**config.mk**
```make
export PLATFORM = sky130hd
export DESIGN_NAME = memory_dbus_ctrl
export DESIGN_NICKNAME = d
export VERILOG_FILES = /design/src/rtl/memory_dbus_ctrl.sv
export SDC_FILE = /design/constraint.sdc
export NUM_CORES = 1
export LEC_CHECK = 0
export CORE_MARGIN = 1.5
export CORE_UTILIZATION = 39
export CTS_BUF_LIST = sky130_fd_sc_hd__clkbuf_16
export CTS_CLUSTER_DIAMETER = 50
export DETAILED_ROUTE_END_ITERATION = 10
export PLACE_DENSITY_LB_ADDON = 0.08
export SYNTH_ARGS = -nofsm -noshare
export SYNTH_HDL_FRONTEND = slang
export SYNTH_SLANG_ARGS = --single-unit
```
**constraint.sdc**
```tcl
create_clock -name clk -period 13.45 [get_ports clk]
set_clock_uncertainty 0.1 [all_clocks]
set_input_delay 1.345 -clock clk [delete_from_list [all_inputs] [get_ports clk]]
set_output_delay 1.345 -clock clk [all_outputs]
set_load 0.02 [all_outputs]
```
**src/rtl/memory_dbus_ctrl.sv**
```systemverilog
// Memory-stage data-bus controller: issues M-stage loads/stores as two-phase
// addr_ok/data_ok transactions and holds the returned dword for writeback.
module memory_dbus_ctrl #(
  parameter int AW = 64,
  parameter int DW = 64
) (
  input  logic          clk,
  input  logic          reset,
  input  logic          mem_valid,
  input  logic          memread,
  input  logic          memwrite,
  input  logic [1:0]    msize,
  input  logic [AW-1:0] addr,
  input  logic [DW-1:0] wdata,
  input  logic          flush,
  input  logic          advance,
  output logic          dreq_valid,
  output logic [AW-1:0] dreq_addr,
  output logic [1:0]    dreq_size,
  output logic [7:0]    dreq_strobe,
  output logic [DW-1:0] dreq_data,
  input  logic          dresp_addr_ok,
  input  logic          dresp_data_ok,
  input  logic [DW-1:0] dresp_data,
  output logic [DW-1:0] rd,
  output logic          stall,
  output logic          misalign
);

  typedef enum logic [2:0] {IDLE, ADDR, DATA, DONE, DRAIN} state_t;

  state_t        state, state_nx;
  logic          memacc;
  logic          memop;
  logic          rd_load;
  logic [7:0]    strobe_base;
  logic [7:0]    strobe_nx;
  logic [5:0]    byte_shift;

  assign memacc     = mem_valid & (memread | memwrite);
  assign memop      = memacc & ~misalign & ~flush;
  assign byte_shift = {addr[2:0], 3'b000};

  // NOTE: every always_comb output gets a default first, so no path can infer a latch.
  always_comb begin
    misalign    = 1'b0;
    strobe_base = 8'h00;
    unique case (msize)
      2'd0: begin strobe_base = 8'h01; misalign = 1'b0;          end
      2'd1: begin strobe_base = 8'h03; misalign = addr[0];       end
      2'd2: begin strobe_base = 8'h0F; misalign = |addr[1:0];    end
      default: begin strobe_base = 8'hFF; misalign = |addr[2:0]; end
    endcase
    misalign  = misalign & memacc;
    strobe_nx = memread ? 8'h00 : (strobe_base << addr[2:0]);
  end

  // NOTE: sequential state uses non-blocking assignments; the async reset clears
  // the FSM, request fields and rd together so nothing stale survives a reset.
  always_ff @(posedge clk or posedge reset) begin
    if (reset) begin
      state       <= IDLE;
      dreq_addr   <= '0;
      dreq_size   <= 2'd0;
      dreq_strobe <= 8'h00;
      dreq_data   <= '0;
      rd          <= '0;
    end else begin
      state <= state_nx;
      // Request fields are captured once on issue and stay frozen until accepted.
      if (state == IDLE && memop) begin
        dreq_addr   <= {addr[AW-1:3], 3'b000};
        dreq_size   <= msize;
        dreq_strobe <= strobe_nx;
        dreq_data   <= wdata << byte_shift;
      end
      if (rd_load) rd <= dresp_data;
    end
  end

  always_comb begin
    state_nx   = state;
    rd_load    = 1'b0;
    dreq_valid = 1'b0;
    stall      = 1'b0;
    unique case (state)
      IDLE: begin
        stall = memop;
        if (memop) state_nx = ADDR;
      end
      ADDR: begin
        dreq_valid = 1'b1;
        stall      = 1'b1;
        if (dresp_addr_ok && dresp_data_ok) begin
          rd_load  = 1'b1;
          state_nx = flush ? IDLE : DONE;
        end else if (dresp_addr_ok) begin
          state_nx = flush ? DRAIN : DATA;
        end else if (flush) begin
          // Withdrawing an unaccepted request is the only legal way to drop one.
          state_nx = IDLE;
        end
      end
      DATA: begin
        stall = 1'b1;
        if (dresp_data_ok) begin
          rd_load  = 1'b1;
          state_nx = flush ? IDLE : DONE;
        end else if (flush) begin
          state_nx = DRAIN;
        end
      end
      DONE: begin
        if (advance || flush) state_nx = IDLE;
      end
      DRAIN: begin
        // Squashed transaction: swallow the response without touching rd.
        stall = memop;
        if (dresp_data_ok) state_nx = IDLE;
      end
      default: state_nx = IDLE;
    endcase
  end

endmodule

```
==> qor.yml <==
synth_top_family_by_area: "multiplexers"
cts-resized-gates: 0
tightest_slew_ns: 1.077
drc: 0
grt_pass1_vias: 7868
holdBufCountCts: 0
synth_ff_type: "dfrtp_1"
cts_setup_buffers: 0
cts_tree: "built"
hpwl_um: 22150
cts_root_buf: "clkbuf_16"
syn-cell-area_mm2: 0.009827
dr.pass1.iters: 5
min_from: "dreq_addr[54]$_DFFE_PP0P_"
endpoint_kind: "output pin"
relSlewSlack: 0.2819
fin_setup_tns_ns: 0
fin_nets: 1335
final_cell_mix: "401 x clkdlybuf4s50_1, 202 x dfrtp_1, 173 x mux2_2, 64 x mux2i_1, 39 x mux2_4"
hold_path_class: "reg -> reg"
crit_path_max_fanout: 14
grt_overflow: 0
synth.avg_cell_area_um2: 13.12
post-route-period-util: 0.3738
crit_required_ns: 12.01
synth_compound_area_frac: 0.05640
fin_crit_ns: 5.028
synth-adder-area-share: 0
avgRoutedWirePerCell_um: 20.76
ys_seq_area_frac: 0.5144
rrSetupSlack_ns: 10.29
viasPerCell: 5.097
ys_warn_count: 0
groute.usage.overall: 0.2317
core_area_mm2: 0.02453
clock_path_buffers: 3
antenna_left: 0
synth_edf_count: 0
antenna_found_initial: 3
io_buffers: 404
synthCells: 749
synth_seq_cells: 202
initial_core_util: 0.4006
r2r_start: "state[1]$_DFFE_PP0P_"
maxCapViolCount: 0
hold_ws_ns: 0.4035
start_kind: "primary input"
finalSetupViolCount: 0
clock_latency_ns: 0.54
synth_simple_gate_area_share: 0.05029
gp_congestion: 0.7775
drv_slew: 0
mostFrequentLayoutCell: "clkdlybuf4s50_1"
drive_gt1_frac: 0.2428
yosysUniqueCellTypes: 46
drtIter0Drc: 408
ios: 408
grt_max_degree: 130
clkTransAtPathRegs_ns: 0.05
cts_num_sinks: 202
criticalPathCategory: "in -> out"
cts_buffers: 28
fp.dieW_um: 161.7
dieArea_mm2: 0.02616
p_leak_nw: 6.561
wl_um: 30730
power_density_mw_per_mm2: 217.6
grt_pass1_wl_um: 46800
worstSetupStartpoint: "msize[1]"
vias: 7543
ir_drop_mv: 0.1523
status: "complete, no violations"
syn2layout_area_growth_pct: 52.01
synth-xor-area-share: 0
max_freq_ghz: 0.1989
worstPathArrival_ns: 3.58
htree_levels: 1
num_rows: 57
rsz0062_at_grt: "no"
synthMuxAreaShare: 0.3414
hold_viol: 0
synthArstFlopShare: 1.000
die_y_um: 161.7
sequential cells by signal, indices dropped and copies added, names as in the netlist:
signal	count
dreq_strobe	8
dreq_size	2
dreq_data	64
rd	64
dreq_addr	61
state	3
area by class of cell:
class / count / area (um2)
flip-flops and latches: 202 / 5055
fillers: 2040 / 9595
diodes: 3 / 7.507
clock inverters: 22 / 153.9
repair buffers: 412 / 4089
clock buffers: 29 / 725.7
well taps: 324 / 405.4
multi-input cells: 469 / 4423
inverters: 19 / 78.83
synth_stat cells (2+ instances only):
library cell    n  share of area
buf_1           7         0.0027
mux4_2          8          0.018
a22oi_1         3         0.0023
o21a_1          2         0.0015
mux2i_1        64          0.065
clkbuf_1       33          0.013
o22ai_1         5         0.0032
buf_4           3         0.0023
a2111oi_0       2         0.0018
or2_2           3         0.0019
inv_1          19         0.0073
mux2_2        173           0.20
buf_6           5         0.0057
a211oi_1        6         0.0046
a2bb2oi_1       5         0.0045
nor2_1         28          0.011
and3_1         10         0.0064
nor3b_1         2         0.0015
buf_2          13         0.0066
nor2b_1         7         0.0045
a21o_1          3         0.0023
mux2_4         39          0.060
nand2_1        33          0.013
o221ai_1       12          0.011
dfrtp_1       202           0.51
o21ai_0        17         0.0087
nand2b_1        4         0.0025
nand3_1         3         0.0015
nor3_1          7         0.0036
a21oi_1        10         0.0051
o2bb2ai_1       5         0.0045
and2_1          2         0.0013
metal layers:
layer  vias to the layer above  GRT usage  share of wire  wire, um
met3                        60    0.07278          0.088      2693
met2                       317     0.3750           0.47     14500
met4                         0    0.07006          0.026       805
li1                       3474          -              -         -
met5                         -          0              0         0
met1                      3692     0.2977           0.41     12720
cells by family (layout without fill, tap and decap cells):
kind of cell,count (synthesis),count (layout)
flip-flops,202,202
multiplexers,284,284
AND/OR/NAND/NOR,104,104
other,1,6
buffers and inverters,80,482
AO/OA/AOI/OAI,78,78
worst max-delay path, cell delays in order:
cell	delay, ns
clkdlybuf4s50_1	0.63
a21o_1	0.28
a2111o_1	0.45
nor3_1	0.15
or3_1	0.13
clkdlybuf4s50_1	0.60
path summary, 6_finish.rpt:
kind,cells after the start,to
min in group asynchronous,2,rd[12]$_DFFE_PP0P_
max in group asynchronous,3,rd[38]$_DFFE_PP0P_
setup / recovery,6,stall
setup reg to reg,3,dreq_data[45]$_DFFE_PP0P_
hold / removal,1,dreq_addr[54]$_DFFE_PP0P_
hold reg to reg,1,dreq_addr[54]$_DFFE_PP0P_
through the flow:
step                instances  setup slack (ns)    util  instance area (um2)  power (mW)
floorplan                 751             6.494       -                 9834       1.792
global placement         1426             8.318  0.5727                14050       2.562
detailed placement       1426             8.301  0.5727                14050       2.574
CTS                      1477             8.453  0.6086                14930       3.288
global route             1480             8.348  0.6089                14940       3.407
finish                   1480             8.422  0.6089                14940       3.250
where the power goes:
part           total (mW)  internal, mW  switching [mW]
clock network       0.691         0.411           0.280
logic                1.51         0.805           0.706
registers            1.05         0.892           0.156
No activity file was read; power rests on OpenSTA's default activity.
